### config.mk
export PLATFORM = sky130hd
export DESIGN_NAME = rec_buf_cef_rot_ctrl
export DESIGN_NICKNAME = d
export VERILOG_FILES = /design/src/rtl/rec_buf_cef_rot_ctrl.sv
export SDC_FILE = /design/constraint.sdc
export NUM_CORES = 1
export LEC_CHECK = 0
export BUFFER_PORTS_ARGS = -buffer_cell sky130_fd_sc_hd__buf_4
export CAP_MARGIN = 20
export CORE_UTILIZATION = 60
export CTS_CLUSTER_DIAMETER = 120
export DETAILED_ROUTE_END_ITERATION = 7
export GPL_ROUTABILITY_DRIVEN = 0
export PLACE_DENSITY_LB_ADDON = 0.1
export RECOVER_POWER = 100
export SYNTH_ARGS = -nofsm -noshare
export SYNTH_HDL_FRONTEND = slang
export SYNTH_SLANG_ARGS = --single-unit
### constraint.sdc
create_clock -name clk -period 5.37 [get_ports clk]
set_input_delay 0.8055 -clock clk [delete_from_list [all_inputs] [get_ports clk]]
set_output_delay 0.8055 -clock clk [all_outputs]
set_load 0.05 [all_outputs]
### src/rtl/rec_buf_cef_rot_ctrl.sv
// -----------------------------------------------------------------------------
// rec_buf_cef_rot_ctrl
//
// Purpose:
//   Sequences a three-buffer rotating coefficient store sitting between the
//   reconstruction (rec) stage and the entropy-coding (ec) stage. Each CTU
//   step moves through three slots: rec-write, hold, ec-read. For every step
//   the controller issues start pulses to the active stages, waits for their
//   done pulses and then emits one rotate pulse to the buffer. A frame of N
//   CTUs takes N+2 rotations; CTU k is written at step k and read at step k+2.
//
// Ports:
//   clk          clock
//   rst          synchronous active-high reset
//   start_i      frame start pulse, accepted only while idle
//   ctu_num_i    number of CTUs in the frame, sampled with start_i
//   rec_start_o  one-cycle pulse: rec may begin writing CTU rec_idx_o
//   rec_idx_o    CTU index of the current rec job
//   rec_done_i   pulse: rec finished the current CTU
//   ec_start_o   one-cycle pulse: ec may begin reading CTU ec_idx_o
//   ec_idx_o     CTU index of the current ec job
//   ec_done_i    pulse: ec finished the current CTU
//   rotate_o     one-cycle pulse to the buffer rotate input
//   busy_o       high from start acceptance until done_o
//   done_o       one-cycle pulse: frame drained
// -----------------------------------------------------------------------------
module rec_buf_cef_rot_ctrl #(
  parameter int CTU_W = 16
) (
  input  logic             clk,
  input  logic             rst,
  input  logic             start_i,
  input  logic [CTU_W-1:0] ctu_num_i,
  output logic             rec_start_o,
  output logic [CTU_W-1:0] rec_idx_o,
  input  logic             rec_done_i,
  output logic             ec_start_o,
  output logic [CTU_W-1:0] ec_idx_o,
  input  logic             ec_done_i,
  output logic             rotate_o,
  output logic             busy_o,
  output logic             done_o
);

  typedef enum logic [2:0] {
    S_IDLE  = 3'd0,
    S_ISSUE = 3'd1,
    S_WAIT  = 3'd2,
    S_ROT   = 3'd3,
    S_FIN   = 3'd4
  } state_t;

  state_t           r_state;
  state_t           w_state_next;

  logic [CTU_W-1:0] r_ctu_num;
  logic [CTU_W-1:0] r_rec_cnt;
  logic [CTU_W-1:0] r_ec_cnt;
  logic             r_v_rec;
  logic             r_v_mid;
  logic             r_v_ec;
  logic             r_rec_pend;
  logic             r_ec_pend;

  logic             w_start_ok;
  logic             w_rec_more;
  logic             w_rec_pend_next;
  logic             w_ec_pend_next;

  // A zero-length frame is not a frame: it is dropped without leaving idle.
  assign w_start_ok = start_i && (ctu_num_i != '0);

  // One extra bit so rec_cnt+1 cannot wrap when N is the largest count.
  assign w_rec_more = ({1'b0, r_rec_cnt} + {{CTU_W{1'b0}}, 1'b1}) < {1'b0, r_ctu_num};

  // Done pulses only clear a flag that is actually pending.
  assign w_rec_pend_next = r_rec_pend & ~rec_done_i;
  assign w_ec_pend_next  = r_ec_pend  & ~ec_done_i;

  // Indices come straight from the counters; they only change in ROT, so
  // they are stable from ISSUE through WAIT.
  assign rec_idx_o = r_rec_cnt;
  assign ec_idx_o  = r_ec_cnt;

  // ---------------------------------------------------------------------------
  // State register
  // ---------------------------------------------------------------------------
  always_ff @(posedge clk) begin
    if (rst) begin
      r_state <= S_IDLE;
    end else begin
      r_state <= w_state_next;
    end
  end

  // ---------------------------------------------------------------------------
  // Next state and outputs
  // ---------------------------------------------------------------------------
  always_comb begin
    w_state_next = r_state;
    rec_start_o  = 1'b0;
    ec_start_o   = 1'b0;
    rotate_o     = 1'b0;
    busy_o       = 1'b0;
    done_o       = 1'b0;

    case (r_state)
      S_IDLE: begin
        if (w_start_ok) begin
          w_state_next = S_ISSUE;
        end
      end

      S_ISSUE: begin
        busy_o      = 1'b1;
        rec_start_o = r_v_rec;
        ec_start_o  = r_v_ec;
        // A hold-only step has nobody to wait for, so rotate straight away.
        if (r_v_rec || r_v_ec) begin
          w_state_next = S_WAIT;
        end else begin
          w_state_next = S_ROT;
        end
      end

      S_WAIT: begin
        busy_o = 1'b1;
        if (!w_rec_pend_next && !w_ec_pend_next) begin
          w_state_next = S_ROT;
        end
      end

      S_ROT: begin
        busy_o   = 1'b1;
        rotate_o = 1'b1;
        // New valid bits after the shift are {w_rec_more, r_v_rec, r_v_mid}.
        if (w_rec_more || r_v_rec || r_v_mid) begin
          w_state_next = S_ISSUE;
        end else begin
          w_state_next = S_FIN;
        end
      end

      S_FIN: begin
        done_o       = 1'b1;
        w_state_next = S_IDLE;
      end

      default: begin
        w_state_next = S_IDLE;
      end
    endcase
  end

  // ---------------------------------------------------------------------------
  // Slot valid bits, pending flags, counters and latched CTU count
  // ---------------------------------------------------------------------------
  always_ff @(posedge clk) begin
    if (rst) begin
      r_ctu_num  <= '0;
      r_rec_cnt  <= '0;
      r_ec_cnt   <= '0;
      r_v_rec    <= 1'b0;
      r_v_mid    <= 1'b0;
      r_v_ec     <= 1'b0;
      r_rec_pend <= 1'b0;
      r_ec_pend  <= 1'b0;
    end else begin
      case (r_state)
        S_IDLE: begin
          if (w_start_ok) begin
            r_ctu_num  <= ctu_num_i;
            r_rec_cnt  <= '0;
            r_ec_cnt   <= '0;
            r_v_rec    <= 1'b1;
            r_v_mid    <= 1'b0;
            r_v_ec     <= 1'b0;
            r_rec_pend <= 1'b0;
            r_ec_pend  <= 1'b0;
          end
        end

        S_ISSUE: begin
          // Dones arriving in this cycle are deliberately not applied: the
          // job has only just been started.
          r_rec_pend <= r_v_rec;
          r_ec_pend  <= r_v_ec;
        end

        S_WAIT: begin
          r_rec_pend <= w_rec_pend_next;
          r_ec_pend  <= w_ec_pend_next;
        end

        S_ROT: begin
          r_v_ec  <= r_v_mid;
          r_v_mid <= r_v_rec;
          r_v_rec <= w_rec_more;
          if (r_v_rec) begin
            r_rec_cnt <= r_rec_cnt + 1'b1;
          end
          if (r_v_ec) begin
            r_ec_cnt <= r_ec_cnt + 1'b1;
          end
        end

        default: begin
        end
      endcase
    end
  end

endmodule

**Yosys cells after proc, flatten, opt, wreduce, memory -nomap -nowiden**

Index checks and enable logic that the tools add are counted.

- Equal/unequal tests: 8
- Magnitude comparators: 1
- Muxes and demuxes: 22
- Reductions and logical operators: 18
- Bitwise gates (word level): 4
- Add/sub/neg operators: 3

Operators by type and width:

| kind | number |
|---|---|
| $pmux 16 s2 | 2 |
| $mux 16 | 3 |
| $add 16x1->16 const B | 2 |
| $add 16x1->17 const B | 1 |
| $lt 17x16->1 | 1 |
| $reduce_bool 16->1 | 1 |
| $pmux 3 s4 | 1 |
| $mux 3 | 3 |
| $mux 1 | 8 |
| $ne 2x2->1 const B | 4 |
| $reduce_and 2->1 | 4 |
| $eq 3x2->1 const B | 2 |
| $pmux 1 s2 | 3 |
| $pmux 1 s3 | 2 |
| $reduce_and 3->1 | 2 |
| $eq 3x1->1 const B | 1 |
| $eq 3x3->1 const B | 1 |
| $logic_not 3->1 | 1 |
| $logic_or 1x1->1 | 3 |
| $reduce_bool 3->1 | 1 |
| $reduce_or 3->1 | 1 |
| $and 1x1->1 | 2 |
| $logic_and 1x1->1 | 2 |
| $logic_not 1->1 | 2 |
| 2 further kinds | 3 |

- Register bits after elaboration: 56
- Input bits: 21
- Logic and storage cells: 65

**Logic depth before layout (Yosys ltp)**

- Word-level depth: 6
- Depth in mapped cells: 12

**Worst setup path before layout**

Ideal clock, no wire load.

- Path kind: reg-to-reg
- Start point: register r_rec_cnt[0], in the netlist rec_idx_o[0]
- End point: register r_v_rec
- Path buffers: 1
- Arrival time: 3184 ps
- Slack: 2100 ps
- Stages on the path, launching flop included: 13
- Setup time: 86 ps
- Period minus slack after synthesis: 3270 ps
- Path through: dfxtp_1 ha_1 and3_1 clkbuf_1 nand3_1 nor2_1 xor2_1 ha_1 a21oi_1 nor3_1 a2111oi_0 nand3_1 a211oi_1

- Longest elaborated chain between the ends: 3

Ends and longest elaborated chain:

| element | RTL line | source |
|---|---|---|
| start: declaration | 57 | `logic [CTU_W-1:0] r_rec_cnt;` |
| start signal: assignment | 200 | `r_rec_cnt <= r_rec_cnt + 1'b1;` |
| $add 16x1->17 | 74 | `assign w_rec_more = ({1'b0, r_rec_cnt} + {{CTU_W{1'b0}}, 1'b1}) < {1'b0, r_ctu_num};` |
| $lt 17x16->1 | 74 |  |
| $pmux 1 s2 | 169 | `case (r_state)` |
| end signal: assignment | 198 | `r_v_rec <= w_rec_more;` |
| end: declaration | 59 | `logic r_v_rec;` |

No other way between the ends.
A chain may end at the register's enable or synchronous reset.

**Final worst setup path**

Ends and elaborated chain as after synthesis.

==> summary.md <==
| Metric | Value |
|---|---|
| Routed Antenna Nets | `0` |
| Worst-path fanout max | `8` |
| Post-route DRC | `0` |
| Startpoint types | `flop` |
| Rows | `25` |
| Clock Tree Root | `clkbuf_8` |
| Sequential element share of the synthesized area | `0.359` |
| Total gr overflow | `0` |
| Initial antenna violation count | `0` |
| Failing checks | `capacitance limit, slew limit` |
| Synthesis-to-layout area growth | `11.3%` |
| Fin. max-slew vios | `between 40 and 50` |
| Number of setup buffers added after CTS | `0` |
| PD cells | `between 200 and 300 nW/um^2` |
| Initial Util | `0.644` |
| Num ports | `58` |
| Wire per inst | `roughly 14 um` |
| Max Fclk | `between 0.2 and 0.3 GHz` |
| First-pass GRT wire length | `approximately 12,000 um` |
| CTS Buf Count | `5` |
| Worst min path class | `reg2reg` |
| Die Y | `74.1 um` |
| Fill count | `~450` |
| Vias | `between 2k and 3k` |
| Top cells by area, synth | `dfxtp_1 36%, nand2_1 7.5%, ha_1 6.8%, a21oi_1 6.3%, nor2_1 4.5%` |
| Die W | `74.1 um` |
| Post-synthesis simple-gate area fraction | `0.267` |
| Area share of fa/ha/maj cells after synthesis | `0.0682` |
| Number of flops mapped to enable cells by yosys | `0` |
| Synthesized area per cell | `7.88 sq um` |
| Syn Inst Count | `396` |
| DRT Pass-1 Iters | `6` |
| NetSw | `0.342 mW` |
| Ys async rst share | `0` |
| Post-Synthesis Cell Area | `approximately 3100 sq um` |
| Vias in the first global route | `about 2.7k` |
| Int Power | `0.627 mW` |
| Max_cap viols | `1` |
| Post-DP HPWL | `between 5000 and 6000 um` |
| Register Area | `around 1100 sq um` |
| Clock Pin Slew Worst Setup and Hold Paths | `~0.09 ns` |
| Top FF cell, synth | `dfxtp_1` |
| Reg-to-reg slack, setup | `~1.9 ns` |
| Critical hold path startpoint | `r_ctu_num[2]$_SDFFE_PP0P_` |
| Clock skew | `around 0.0077 ns` |
| R2R depth | `10` |
| Fin crit share | `0.652` |
| FF-to-FF Start | `rec_idx_o[0]$_SDFFE_PP0P_` |
| Leakage | `between 1 and 1.5 nW` |
| Pre-CTS WS | `1.97 ns` |
| YS warnings | `0` |
| CP Class | `reg2reg` |
| Switching Share | `0.353` |
| Final setup vio count | `0` |
| Final worst slack | `between 1.5 and 2 ns` |
| Clock power share | `0.247` |
| CP Capture Type | `flop` |
| Status | `finished with violations` |
| Pin count of the biggest net entering global routing | `41` |
| RSZ-0062 raised after global routing | `false` |
| Nets | `480` |
| Clock latency on the worst-skew pair | `0.32 ns` |
| CTS H-Tree Depth | `2` |
| Port buffer count | `57` |
| ANT cells | `0` |
| Register bit total from synthesis | `56` |
| WL final | `between 7000 and 8000 um` |
| Main combinational cell family by area after synthesis | `simple AND/OR/NAND/NOR gates` |
| Fraction of layout cells with a size suffix above 1 | `0.0767` |
| DRT iter0 DRCs | `between 150 and 200` |
| Hold Violations, Final | `0` |
| Hold path endpoint | `r_ctu_num[2]$_SDFFE_PP0P_` |
| Fin util | `0.716` |
| Synth unique cells | `50` |
| CTS tree | `yes` |
| Logic pwr share | `0.264` |
| Seq pwr share | `0.489` |
| VDD IR max | `181 uV` |
| Area of the multi-input gates | `approximately 1800 sq um` |
| Crit path DAT | `about 3.7 ns` |
| Req. time, crit path | `between 5 and 6 ns` |
| Post-synth top area share | `0.359` |
| Synth Area in Compound Gates | `0.184` |
| Hold path cells | `2` |
| Setup TNS | `0 ns` |
| CTS sink cnt | `56` |
| DR vias/cell | `5.82` |
| Period minus WS final | `3.50 ns` |
| Cts hold-fix bufs | `0` |
| DIE AREA | `5490 sq um` |
| Global Route Usage Sum | `0.279` |
| Core area | `4850 sq um` |
| Post-synthesis mux area share | `0.00361` |
| Synth area leader | `dfxtp_1` |
| XOR/XNOR Fraction of Synth Area | `0.0589` |
| Post-cts sizing count | `0` |
| Worst rel slew slack | `-0.227` |
| Syn Nets | `434` |
| RR Endpoint | `r_v_rec$_SDFFE_PP0P_` |
| Clock buffer depth | `2` |
| Worst slew pin tran | `between 1.5 and 2 ns` |
-- power by group through the flow --
stage	sequential, mW	clock (mW)	combinational (mW)
after CTS	0.473	0.241	0.268
after global routing	0.479	0.259	0.287
final	0.474	0.239	0.256
after detailed placement	0.483	0	0.266
after global placement	0.482	0	0.261
after floorplan	0.467	0	0.217
-- stage by stage --
| stage | hold slack [ns] | cell area [sq um] | total power [mW] | instances |
|---|---|---|---|---|
| finish | 0.460 | 3470 | 0.969 | 510 |
| global route | 0.476 | 3470 | 1.03 | 510 |
| CTS | 0.460 | 3630 | 0.983 | 510 |
| detailed placement | 0.447 | 3540 | 0.749 | 502 |
| global placement | 0.445 | 3540 | 0.744 | 502 |
| floorplan | 0.436 | 3120 | 0.685 | 396 |
-- registers in the layout (all words and copies together) (netlist names) --
register / count
r_ctu_num: 16
ec_idx_o: 16
r_ec_pend: 1
rec_idx_o: 16
r_v_ec: 1
r_rec_pend: 1
r_v_mid: 1
r_state: 3
r_v_rec: 1
-- cell usage in the layout (no fill, tap or decap), types with 3 or more instances in the layout --
cell type / count
a31oi_1: 5
clkbuf_8: 6
and3_1: 9
buf_4: 18
nand3_1: 18
o21ai_0: 8
clkbuf_1: 38
dfxtp_1: 56
a311oi_1: 4
a21oi_1: 40
o31ai_1: 7
or3_1: 4
nor4_1: 7
a21o_1: 3
xor2_1: 8
nand4_1: 8
a211oi_1: 6
inv_1: 24
xnor2_1: 13
ha_1: 17
nand2_1: 62
or4_1: 6
nor3_1: 6
nor2_1: 37
-- kinds of logic (layout without fill, tap and decap cells) --
group           Yosys count  count (layout)
compound gates           88              88
buf+inv                  42              89
xor+xnor                 21              21
fa+ha+maj                17              17
flops                    56              56
mux                       1               1
simple gates            171             171
-- synth_stat cells, drive strengths merged (2+ instances only) --
cell type,instances
nand2,62
dfxtp,56
a21oi,40
nor2,37
inv,24
nand3,19
ha,17
xnor2,13
and3,10
clkbuf,10
buf,8
nand4,8
o21ai,8
xor2,8
nor3,7
nor4,7
o31ai,7
or4,7
a211oi,6
a31oi,5
a311oi,4
and2,4
or3,4
a21o,3
a2bb2oi,2
a32o,2
and4,2
nor2b,2
o21a,2
-- worst max-delay path by stage --
stage | start | endpoint | cells after the start
final | rec_idx_o[0]$_SDFFE_PP0P_ | r_v_rec$_SDFFE_PP0P_ | 10
after global routing | rec_idx_o[0]$_SDFFE_PP0P_ | r_v_rec$_SDFFE_PP0P_ | 10
after CTS | rec_idx_o[0]$_SDFFE_PP0P_ | r_v_rec$_SDFFE_PP0P_ | 10
after detailed placement | rec_idx_o[0]$_SDFFE_PP0P_ | r_v_rec$_SDFFE_PP0P_ | 10
after global placement | rec_idx_o[0]$_SDFFE_PP0P_ | r_v_rec$_SDFFE_PP0P_ | 10
after floorplan | rec_idx_o[0]$_SDFFE_PP0P_ | r_v_rec$_SDFFE_PP0P_ | 12
-- worst max-delay path: stages (launching register included) --
cell	delay (ns)
dfxtp_1	0.50
ha_1	0.29
nand4_1	0.17
nor4_1	0.63
xor2_1	0.24
ha_1	0.27
nand3_1	0.12
nor3_1	0.06
a2111oi_0	0.64
nand3_1	0.20
a211oi_1	0.28
-- per-layer routing --
metal | up-vias | GRT usage | part of all wire
met3 | 11 | 0.0515 | 0.050
met1 | 1375 | 0.335 | 0.44
met4 | 0 | 0.113 | 0.016
met2 | 83 | 0.491 | 0.50
met5 | - | 0 | 0
li1 | 1500 | - | -
-- area by class of cell --
type                            count  area share
Multi-Input combinational cell    298       0.518
Sequential cell                    56       0.323
Timing Repair Buffer               57      0.0822
Inverter                           24      0.0259
Tap cell                           67      0.0241
Clock buffer                        6      0.0238
Clock inverter                      2     0.00288
Note: power is estimated with default switching activity, not from simulation.
